File: config.mk
export PLATFORM = sky130hd
export DESIGN_NAME = multicycle_control_flat
export DESIGN_NICKNAME = d
export VERILOG_FILES = /design/src/rtl/multicycle_control_pkg.sv /design/src/rtl/multicycle_control_if.sv /design/src/rtl/multicycle_control_decode.sv /design/src/rtl/multicycle_control.sv /design/src/flat_wrapper.sv
export SDC_FILE = /design/constraint.sdc
export NUM_CORES = 1
export LEC_CHECK = 0
export ABC_CLOCK_PERIOD_IN_PS = 3650
export CAP_MARGIN = 20
export CORE_MARGIN = 4
export CORE_UTILIZATION = 50
export CTS_CLUSTER_SIZE = 24
export DETAILED_ROUTE_END_ITERATION = 6
export DONT_BUFFER_PORTS = 1
export PLACE_DENSITY_LB_ADDON = 0.3
export SLEW_MARGIN = 15
export SYNTH_ARGS = -nofsm -noshare
export SYNTH_HDL_FRONTEND = slang
export SYNTH_SLANG_ARGS = --single-unit
File: constraint.sdc
create_clock -name clk -period 3.65 [get_ports clk]
set_input_delay 0.73 -clock clk [delete_from_list [all_inputs] [get_ports clk]]
set_output_delay 0.73 -clock clk [all_outputs]
set_load 0.005 [all_outputs]
File: src/rtl/multicycle_control_pkg.sv
// Shared definitions for the multicycle MIPS control unit: state encodings,
// opcodes, ALUOp codes and the internal control-word layout.
package multicycle_control_pkg;

    typedef enum logic [3:0] {
        S_FETCH   = 4'd0,
        S_DECODE  = 4'd1,
        S_MEMADDR = 4'd2,
        S_MEMRD   = 4'd3,
        S_MEMWB   = 4'd4,
        S_MEMWR   = 4'd5,
        S_EXEC    = 4'd6,
        S_RWB     = 4'd7,
        S_BRANCH  = 4'd8,
        S_JUMP    = 4'd9,
        S_IEXEC   = 4'd10,
        S_IWB     = 4'd11,
        S_ILLEGAL = 4'd12
    } state_t;

    localparam logic [5:0] OP_R    = 6'b000000;
    localparam logic [5:0] OP_LW   = 6'b100011;
    localparam logic [5:0] OP_SW   = 6'b101011;
    localparam logic [5:0] OP_BEQ  = 6'b000100;
    localparam logic [5:0] OP_J    = 6'b000010;
    localparam logic [5:0] OP_ADDI = 6'b001000;
    localparam logic [5:0] OP_ANDI = 6'b001100;
    localparam logic [5:0] OP_ORI  = 6'b001101;
    localparam logic [5:0] OP_SLTI = 6'b001010;

    localparam logic [2:0] ALU_SLT   = 3'b001;
    localparam logic [2:0] ALU_RTYPE = 3'b010;
    localparam logic [2:0] ALU_ADD   = 3'b011;
    localparam logic [2:0] ALU_SUB   = 3'b100;
    localparam logic [2:0] ALU_OR    = 3'b101;
    localparam logic [2:0] ALU_AND   = 3'b111;

    // ALUOp is carried at its native 3-bit width and widened at the top level.
    typedef struct packed {
        logic       pc_write;
        logic       pc_write_cond;
        logic       iord;
        logic       mem_read;
        logic       mem_write;
        logic       ir_write;
        logic       mem_to_reg;
        logic [1:0] pc_source;
        logic [2:0] aluop;
        logic       alu_src_a;
        logic [1:0] alu_src_b;
        logic       reg_write;
        logic       reg_dst;
        logic       instr_done;
        logic       illegal;
    } ctrl_word_t;

    function automatic logic [2:0] imm_aluop(input logic [5:0] op);
        logic [2:0] code;
        case (op)
            OP_ANDI: code = ALU_AND;
            OP_ORI:  code = ALU_OR;
            OP_SLTI: code = ALU_SLT;
            default: code = ALU_ADD;
        endcase
        return code;
    endfunction

endpackage

File: src/rtl/multicycle_control_if.sv
// Bundle between the control unit and the multicycle datapath: IR opcode,
// memory-ready handshake, and every mux select / enable the controller drives.
interface multicycle_control_if #(
    parameter int ALUOP_W = 3
);
    logic [5:0]         OPCODE;
    logic               mem_ready;
    logic               PCWrite;
    logic               PCWriteCond;
    logic               IorD;
    logic               MemRead;
    logic               MemWrite;
    logic               IRWrite;
    logic               MemToReg;
    logic [1:0]         PCSource;
    logic [ALUOP_W-1:0] ALUOp;
    logic               ALUSrcA;
    logic [1:0]         ALUSrcB;
    logic               RegWrite;
    logic               RegDst;
    logic               instr_done;
    logic               illegal;
    logic [3:0]         state;

    modport master (
        input  OPCODE, mem_ready,
        output PCWrite, PCWriteCond, IorD, MemRead, MemWrite, IRWrite, MemToReg,
               PCSource, ALUOp, ALUSrcA, ALUSrcB, RegWrite, RegDst,
               instr_done, illegal, state
    );

    modport slave (
        output OPCODE, mem_ready,
        input  PCWrite, PCWriteCond, IorD, MemRead, MemWrite, IRWrite, MemToReg,
               PCSource, ALUOp, ALUSrcA, ALUSrcB, RegWrite, RegDst,
               instr_done, illegal, state
    );
endinterface

File: src/rtl/multicycle_control_decode.sv
// Combinational Moore decoder: current state (plus mem_ready in the memory
// wait states and OPCODE in the immediate states) -> control word.
module mc_output_decode
    import multicycle_control_pkg::*;
(
    input  state_t     state,
    input  logic       mem_ready,
    input  logic [5:0] opcode,
    output ctrl_word_t cw
);

    always_comb begin
        cw = '0;
        case (state)
            S_FETCH: begin
                cw.mem_read  = 1'b1;
                cw.alu_src_b = 2'b01;
                cw.aluop     = ALU_ADD;
                cw.ir_write  = mem_ready;
                cw.pc_write  = mem_ready;
            end
            S_DECODE: begin
                cw.alu_src_b = 2'b11;
                cw.aluop     = ALU_ADD;
            end
            S_MEMADDR: begin
                cw.alu_src_a = 1'b1;
                cw.alu_src_b = 2'b10;
                cw.aluop     = ALU_ADD;
            end
            S_MEMRD: begin
                cw.mem_read = 1'b1;
                cw.iord     = 1'b1;
            end
            S_MEMWB: begin
                cw.reg_write  = 1'b1;
                cw.mem_to_reg = 1'b1;
                cw.instr_done = 1'b1;
            end
            S_MEMWR: begin
                cw.mem_write  = 1'b1;
                cw.iord       = 1'b1;
                cw.instr_done = mem_ready;
            end
            S_EXEC: begin
                cw.alu_src_a = 1'b1;
                cw.aluop     = ALU_RTYPE;
            end
            S_RWB: begin
                cw.reg_dst    = 1'b1;
                cw.reg_write  = 1'b1;
                cw.instr_done = 1'b1;
            end
            S_BRANCH: begin
                cw.alu_src_a     = 1'b1;
                cw.aluop         = ALU_SUB;
                cw.pc_write_cond = 1'b1;
                cw.pc_source     = 2'b01;
                cw.instr_done    = 1'b1;
            end
            S_JUMP: begin
                cw.pc_write   = 1'b1;
                cw.pc_source  = 2'b10;
                cw.instr_done = 1'b1;
            end
            S_IEXEC: begin
                cw.alu_src_a = 1'b1;
                cw.alu_src_b = 2'b10;
                cw.aluop     = imm_aluop(opcode);
            end
            // ALU inputs stay driven so ALUOut is still valid during writeback.
            S_IWB: begin
                cw.alu_src_a  = 1'b1;
                cw.alu_src_b  = 2'b10;
                cw.aluop      = imm_aluop(opcode);
                cw.reg_write  = 1'b1;
                cw.instr_done = 1'b1;
            end
            S_ILLEGAL: begin
                cw.illegal = 1'b1;
            end
            default: cw = '0;
        endcase
    end

endmodule

File: src/rtl/multicycle_control.sv
// Multicycle MIPS control unit: state register and transition logic, with the
// control word decoded by mc_output_decode and blanked while rst is high.
module multicycle_control
    import multicycle_control_pkg::*;
#(
    parameter int ALUOP_W         = 3,
    parameter bit HALT_ON_ILLEGAL = 1'b1
) (
    input  logic                 clk,
    input  logic                 rst,
    multicycle_control_if.master bus
);

    state_t     state_q;
    state_t     state_d;
    ctrl_word_t cw_raw;
    ctrl_word_t cw;

    always_ff @(posedge clk or posedge rst) begin
        if (rst) begin
            state_q <= S_FETCH;
        end else begin
            state_q <= state_d;
        end
    end

    always_comb begin
        state_d = S_FETCH;
        case (state_q)
            S_FETCH:   state_d = bus.mem_ready ? S_DECODE : S_FETCH;
            S_DECODE: begin
                case (bus.OPCODE)
                    OP_LW, OP_SW:                      state_d = S_MEMADDR;
                    OP_R:                              state_d = S_EXEC;
                    OP_BEQ:                            state_d = S_BRANCH;
                    OP_J:                              state_d = S_JUMP;
                    OP_ADDI, OP_ANDI, OP_ORI, OP_SLTI: state_d = S_IEXEC;
                    default:                           state_d = S_ILLEGAL;
                endcase
            end
            S_MEMADDR: state_d = (bus.OPCODE == OP_LW) ? S_MEMRD : S_MEMWR;
            S_MEMRD:   state_d = bus.mem_ready ? S_MEMWB : S_MEMRD;
            S_MEMWB:   state_d = S_FETCH;
            S_MEMWR:   state_d = bus.mem_ready ? S_FETCH : S_MEMWR;
            S_EXEC:    state_d = S_RWB;
            S_RWB:     state_d = S_FETCH;
            S_BRANCH:  state_d = S_FETCH;
            S_JUMP:    state_d = S_FETCH;
            S_IEXEC:   state_d = S_IWB;
            S_IWB:     state_d = S_FETCH;
            S_ILLEGAL: state_d = HALT_ON_ILLEGAL ? S_ILLEGAL : S_FETCH;
            default:   state_d = S_FETCH;
        endcase
    end

    mc_output_decode u_decode (
        .state     (state_q),
        .mem_ready (bus.mem_ready),
        .opcode    (bus.OPCODE),
        .cw        (cw_raw)
    );

    // Blanking on rst itself (not just the registered state) keeps the
    // mem_ready-gated enables low from the instant reset rises.
    assign cw = rst ? '0 : cw_raw;

    assign bus.PCWrite     = cw.pc_write;
    assign bus.PCWriteCond = cw.pc_write_cond;
    assign bus.IorD        = cw.iord;
    assign bus.MemRead     = cw.mem_read;
    assign bus.MemWrite    = cw.mem_write;
    assign bus.IRWrite     = cw.ir_write;
    assign bus.MemToReg    = cw.mem_to_reg;
    assign bus.PCSource    = cw.pc_source;
    assign bus.ALUOp       = ALUOP_W'(cw.aluop);
    assign bus.ALUSrcA     = cw.alu_src_a;
    assign bus.ALUSrcB     = cw.alu_src_b;
    assign bus.RegWrite    = cw.reg_write;
    assign bus.RegDst      = cw.reg_dst;
    assign bus.instr_done  = cw.instr_done;
    assign bus.illegal     = cw.illegal;
    assign bus.state       = state_q;

endmodule

File: src/flat_wrapper.sv
// flat-port wrapper written by rule: the top's interface ports become plain ports
module multicycle_control_flat import multicycle_control_pkg::*;
#(
    parameter int ALUOP_W         = 3,
    parameter bit HALT_ON_ILLEGAL = 1'b1
)
  (clk, rst, bus_OPCODE, bus_mem_ready, bus_PCWrite, bus_PCWriteCond, bus_IorD, bus_MemRead, bus_MemWrite, bus_IRWrite, bus_MemToReg, bus_PCSource, bus_ALUOp, bus_ALUSrcA, bus_ALUSrcB, bus_RegWrite, bus_RegDst, bus_instr_done, bus_illegal, bus_state);
  multicycle_control_if #(.ALUOP_W(ALUOP_W)) bus_i ();
  input  logic clk;
  input  logic rst;
  input wire logic [$bits(bus_i.OPCODE)-1:0] bus_OPCODE;
  input wire logic [$bits(bus_i.mem_ready)-1:0] bus_mem_ready;
  output wire logic [$bits(bus_i.PCWrite)-1:0] bus_PCWrite;
  output wire logic [$bits(bus_i.PCWriteCond)-1:0] bus_PCWriteCond;
  output wire logic [$bits(bus_i.IorD)-1:0] bus_IorD;
  output wire logic [$bits(bus_i.MemRead)-1:0] bus_MemRead;
  output wire logic [$bits(bus_i.MemWrite)-1:0] bus_MemWrite;
  output wire logic [$bits(bus_i.IRWrite)-1:0] bus_IRWrite;
  output wire logic [$bits(bus_i.MemToReg)-1:0] bus_MemToReg;
  output wire logic [$bits(bus_i.PCSource)-1:0] bus_PCSource;
  output wire logic [$bits(bus_i.ALUOp)-1:0] bus_ALUOp;
  output wire logic [$bits(bus_i.ALUSrcA)-1:0] bus_ALUSrcA;
  output wire logic [$bits(bus_i.ALUSrcB)-1:0] bus_ALUSrcB;
  output wire logic [$bits(bus_i.RegWrite)-1:0] bus_RegWrite;
  output wire logic [$bits(bus_i.RegDst)-1:0] bus_RegDst;
  output wire logic [$bits(bus_i.instr_done)-1:0] bus_instr_done;
  output wire logic [$bits(bus_i.illegal)-1:0] bus_illegal;
  output wire logic [$bits(bus_i.state)-1:0] bus_state;
  assign bus_i.OPCODE = bus_OPCODE;
  assign bus_i.mem_ready = bus_mem_ready;
  assign bus_PCWrite = bus_i.PCWrite;
  assign bus_PCWriteCond = bus_i.PCWriteCond;
  assign bus_IorD = bus_i.IorD;
  assign bus_MemRead = bus_i.MemRead;
  assign bus_MemWrite = bus_i.MemWrite;
  assign bus_IRWrite = bus_i.IRWrite;
  assign bus_MemToReg = bus_i.MemToReg;
  assign bus_PCSource = bus_i.PCSource;
  assign bus_ALUOp = bus_i.ALUOp;
  assign bus_ALUSrcA = bus_i.ALUSrcA;
  assign bus_ALUSrcB = bus_i.ALUSrcB;
  assign bus_RegWrite = bus_i.RegWrite;
  assign bus_RegDst = bus_i.RegDst;
  assign bus_instr_done = bus_i.instr_done;
  assign bus_illegal = bus_i.illegal;
  assign bus_state = bus_i.state;
  multicycle_control #(.ALUOP_W(ALUOP_W), .HALT_ON_ILLEGAL(HALT_ON_ILLEGAL)) u_core (.clk(clk), .rst(rst), .bus(bus_i));
endmodule
== After elaboration in Yosys (flattened, before gate mapping) ==
Index checks and enable logic that the tools add are counted.

* Latch bits: 0
* Bits in read-only memories: 0
* Flip-flop bits (word level): 4
* Output and inout bits: 23
* Memory bits (writable): 0
* Memories: 0
* Word-level logic and storage cells: 56
* Bits of input ports: 9

* Mux-type cells: 23
* Bitwise logic cells: 0
* Shift operators: 0
* Reduce and logical (&&, ||, !) cells: 12
* Order comparisons: 0
* Div/mod/pow operators: 0
* $mul: 0
* Add/sub/neg operators: 0
* Eq/ne operators: 20

{| class="wikitable"
|+ Operators with widths
! cell !! count
|-
| 4-bit one-hot mux with 8 select lines || 1
|-
| 6-bit by 4-bit == test with 1-bit output (second input constant) || 4
|-
| 4-bit == test (second input constant) || 5
|-
| 4-bit one-hot mux with 5 select lines || 1
|-
| 19-bit 2-to-1 mux || 1
|-
| 4-bit by 3-bit == test with 1-bit output (second input constant) || 4
|-
| 6-bit == test (second input constant) || 2
|-
| 3-bit one-hot mux with 4 select lines || 1
|-
| 1-bit 2-to-1 mux || 11
|-
| 5-bit OR reduction || 2
|-
| 3-bit 2-to-1 mux || 3
|-
| 3-bit one-hot mux with 3 select lines || 1
|-
| 3-bit OR reduction || 3
|-
| 4-bit by 2-bit == test with 1-bit output (second input constant) || 2
|-
| 2-bit OR reduction || 4
|-
| 6-bit by 2-bit == test with 1-bit output (second input constant) || 1
|-
| 6-bit by 3-bit == test with 1-bit output (second input constant) || 1
|-
| 6-bit zero test || 1
|-
| 2-bit one-hot mux with 3 select lines || 1
|-
| 4-bit by 1-bit == test with 1-bit output (second input constant) || 1
|-
| 4-bit zero test || 1
|-
| 1-bit one-hot mux with 2 select lines || 2
|-
| 2-bit one-hot mux with 2 select lines || 1
|-
| 4-bit OR reduction || 1
|}

== Logic depth before layout (Yosys ltp) ==
* Word-level depth: 4
* Mapped depth: 5
* Depth with buffers taken out: 4

== By module ==
Synthesis repeated with hierarchy kept, for this count alone.

* Cells, all modules: 124
* Area, all modules: 814.5 um^2

{| class="wikitable"
|+ By module, submodules not included
! module !! area each (um^2) !! times used !! cells an instance !! seq. area each (um^2)
|-
| multicycle_control || 519.2 || 1 || 75 || 100.1
|-
| mc_output_decode || 295.3 || 1 || 49 || 0.0
|}

== Worst setup path before layout ==
Ideal clock, no wire load.

* Kind: input to output
* Start point: in bus_OPCODE[0]
* End point: out bus_ALUOp[1]
* Stages on the path: 4
* Arrival: 1,396 ps
* Path buffers: 1
* Setup slack: 1,524 ps
* Data required time: 2,920 ps
* Cell sequence: buf_2 mux2_2 nor3_1 nor3_1

* Longest elaborated chain between the ends: 4
* Elaborated cells on any way between the ends: 6
* Those cells by class: eq/ne: 3; mux: 3

{| class="wikitable"
|+ Ends and longest elaborated chain
! item !! line !! source
|-
| start: declaration || flat_wrapper.sv:11 || <nowiki>input wire logic [$bits(bus_i.OPCODE)-1:0] bus_OPCODE;</nowiki>
|-
| 6-bit by 4-bit == test with 1-bit output || multicycle_control_pkg.sv:59 || <nowiki>case (op)</nowiki>
|-
| 3-bit one-hot mux with 3 select lines (*) || multicycle_control_pkg.sv:59 ||
|-
| 3-bit one-hot mux with 4 select lines (*) || multicycle_control_decode.sv:14 || <nowiki>case (state)</nowiki>
|-
| 19-bit 2-to-1 mux (*) || multicycle_control.sv:65 || <nowiki>assign cw = rst ? '0 : cw_raw;</nowiki>
|-
| end: declaration || flat_wrapper.sv:21 || <nowiki>output wire logic [$bits(bus_i.ALUOp)-1:0] bus_ALUOp;</nowiki>
|}

Mark *: on every way between the ends. The rest lies on a longest branch, timed or not.

== Worst setup path after layout ==
* Start point: reg u_core.state_q[1], in the netlist u_core.bus.state[1]
* End point: out bus_RegWrite

* Longest elaborated chain between the ends: 4
* Elaborated cells on any way between the ends: 6
* Those cells by class: eq/ne: 3; mux: 2; reduce/logical: 1

{| class="wikitable"
|+ Ends and longest elaborated chain
! item !! line !! source
|-
| start: declaration || multicycle_control.sv:14 || <nowiki>state_t state_q;</nowiki>
|-
| start signal: assignment || multicycle_control.sv:23 || <nowiki>state_q <= state_d;</nowiki>
|-
| 4-bit == test / 4-bit by 3-bit == test with 1-bit output (equally long branches) || multicycle_control_decode.sv:14 ||
|-
| 3-bit OR reduction (no source line) (*) || n/a ||
|-
| 1-bit 2-to-1 mux (*) || multicycle_control_decode.sv:14 ||
|-
| 19-bit 2-to-1 mux (*) || multicycle_control.sv:65 ||
|-
| end: declaration || flat_wrapper.sv:24 || <nowiki>output wire logic [$bits(bus_i.RegWrite)-1:0] bus_RegWrite;</nowiki>
|}

Marked as above.

==> summary.txt <==
STA
  – Max-slew violation count: 0
  – Min Clock Period, post-route: 2550 ps
  – Hold slack: 247 ps
  – Finish-stage setup viols: 0
  – Endpoints failing hold: 0
  – Max_slew headroom: 54.5%
  – Worst-margin pin slew: 683 ps
  – Total negative setup slack: 0 ps
  – Clock Skew: 10.2 ps
  – RSZ-0062 raised after global routing: false
  – Final period util: 69.8%
  – Fmax: 393 MHz

Critical path
  – CP Capture Point: bus_RegWrite
  – Critical path arrival: 1820 ps
  – RR Endpoint: u_core.bus.state[0]$_DFF_PP0_
  – Reg2reg start: u_core.bus.state[2]$_DFF_PP0_
  – R2r worst-path depth: 3
  – Critical path launch point type: register
  – Critical path class: register to output port
  – Critical Path RT: 2920 ps
  – Worst setup startpoint: u_core.bus.state[1]$_DFF_PP0_
  – R2R setup slack: 2020 ps
  – Setup crit end kind: output port
  – Worst-path fanout max: 22

Logic synthesis
  – Synth Area in Simple Gates: 39.8%
  – Post-synthesis adder-cell area fraction: 0%
  – Largest family of logic cells by synthesized area: simple AND/OR/NAND/NOR gates
  – XOR/XNOR Fraction of Synth Area: 2.44%
  – Synth Register Bits: 4
  – Synth Cell Area: 717 µm²
  – Mux share of post-synthesis cell area: 1.57%
  – Post-synth top area share: 14.0%
  – Count of cell types in the netlist: 44
  – Top area cells in the synthesized netlist: dfrtp_1 14%, nor3_1 7.7%, o21ai_0 7.7%
  – Syn_area_per_cell: 6.76 µm²
  – Synth Area in Compound Gates: 30.5%
  – Post-Syn Instances: 106
  – Post-synthesis sequential area ratio: 14.0%
  – Synth area leader: dfrtp_1
  – Post-Syn Nets: 115
  – Syn. warnings: 0

Routing
  – Wire per inst: 15.9 µm
  – Routed vias: 771
  – # DRC: 0
  – WL final: 1810 µm
  – Final ANT Viol Nets: 0
  – DRT iter0 DRCs: 23
  – Drt via density: 6.76
  – First-pass DRT Iterations: 4

GRT
  – Antenna violations before repair: 0
  – Vias in the first global route: 639
  – Final global-route overflow total: 0
  – GRT Total Usage: 17.6%
  – Largest net degree at the start of global routing: 23
  – First-pass GRT wire length: 2700 µm

Die
  – Die Wd: 45.9 µm
  – FP Rows: 13
  – Core area: 0.00133 mm²
  – Starting Density: 53.8%
  – # IOs: 32
  – Die Ht: 45.9 µm
  – Die area: 0.00210 mm²

Cells and area
  – Area Growth Syn to Fin: -3.84%
  – Number of flip-flops in the largest register: 4
  – Ant. Diodes: 0
  – Final nets: 110
  – Post-route insts no fill: 114
  – Register Area: 100 µm²
  – Fill cells: 138
  – Area of the multi-input gates: 533 µm²
  – Layout cells sized above 1: 7.07%

Clocking
  – Hold-fix buffers, CTS: 0
  – Clock Path Buffers: 2
  – Reg clk slew, reported paths: 40 ps
  – CTS tree: done
  – Worst-Skew Late Latency: 250 ps
  – CTS resizes: 0
  – Root buf cell: clkbuf_4
  – CTS Sinks: 4
  – CTS buffer count: 3
  – CTS HTree Levels: 1
  – Postcts setup bufs: 0

Hold path
  – Worst Hold Class: input pin to asynchronous set/reset pin

Place
  – Placed cells: 111
  – Final HPWL DP: 1300 µm
  – RePlAce Congestion: 0.784
  – Port bufs: 0

Power and ir drop
  – PwrDens: 558 mW/mm²
  – Maximum vdd drop: 302 µV
  – Final Power: 0.385 mW
  – Leakage: 0.234 nW

Run
  – Max Cap Violations: 0

Outcome
  – Status: finished clean
[area by class of cell]
type,instances,share of cell area [%]
clock buffer,3,3.27
inverter,4,2.18
multi-input combinational,88,77.3
sequential,4,14.5
tap,15,2.72
[stage by stage]
stage               setup slack [ps]  utilization [%]  area (µm²)
global placement                1370             50.0         667
CTS                             1120             51.7         689
floorplan                       1520                -         717
finish                          1100             51.7         689
global route                     918             51.7         689
detailed placement              1390             50.0         667
[cells in the final DEF, fill, tap and decap left out, types with 2 or more instances in the layout]
cell | Yosys | layout
nor4_1 | 3 | 3
clkbuf_4 | 0 | 3
a21o_1 | 2 | 2
a21oi_1 | 2 | 2
nor3_1 | 11 | 11
nor2_1 | 12 | 12
o21ai_0 | 11 | 11
nand2_1 | 4 | 4
inv_1 | 4 | 4
o221ai_1 | 2 | 2
nand3_1 | 4 | 4
nor2b_1 | 4 | 4
dfrtp_1 | 4 | 4
nand2b_1 | 6 | 6
[where the power goes]
group	total (mW)	internal, mW	leakage [nW]	switching [mW]
combinational	0.200	0.0850	0.167	0.115
sequential	0.128	0.0571	0.0529	0.0705
clock	0.0569	0.0369	0.0138	0.0200
[cells by family after synthesis]
logic type                Yosys count
DFF                                 4
AOI/OAI and AO/OA                  31
xor gates and xnor gates            2
buffers and inverters              14
muxes                               1
and+or+nand+nor                    54
[worst min-delay path by stage]
stage                                    endpoint                          start  slack, ps  cells after the start
finish              u_core.bus.state[1]$_DFF_PP0_                            rst        250                      1
CTS                 u_core.bus.state[1]$_DFF_PP0_                            rst        250                      1
floorplan           u_core.bus.state[3]$_DFF_PP0_  u_core.bus.state[3]$_DFF_PP0_        670                      3
global placement    u_core.bus.state[2]$_DFF_PP0_                            rst        510                      1
detailed placement  u_core.bus.state[1]$_DFF_PP0_                            rst        510                      1
global route        u_core.bus.state[1]$_DFF_PP0_                            rst        270                      1
[cell usage after synthesis (all sizes together)]
cell type  count
a22oi          1
and4           1
xor2           1
mux2           1
and2           1
o2111ai        1
a211o          1
a21boi         1
o311ai         1
o31ai          1
and3           1
xnor2          1
dfrtp          4
or2            1
or3            1
nor3          11
a2111oi        1
o21ai         12
nor3b          1
nand2b         6
and2b          1
a21o           2
nand3          4
a31oi          1
nand2          4
clkbuf         2
nand4          1
o32a           1
or2b           1
o31a           1
o41ai          1
buf            8
a221oi         1
o22ai          1
inv            4
o221ai         2
a21oi          2
nor2b          4
nor2          13
nor4           3
[per-layer routing]
layer	up-vias	GRT usage, %	part of all wire, %
met2	39	27.7	43
met5	-	0	0
met1	348	21.6	42
met4	0	10.2	2.3
met3	5	3.56	12
li1	379	-	-
[critical path: stages, from the launching register on]
cell	delay [ps]
dfrtp_1	740
inv_1	220
or3_1	400
a21oi_1	200
(Power assumes the default switching activity.)
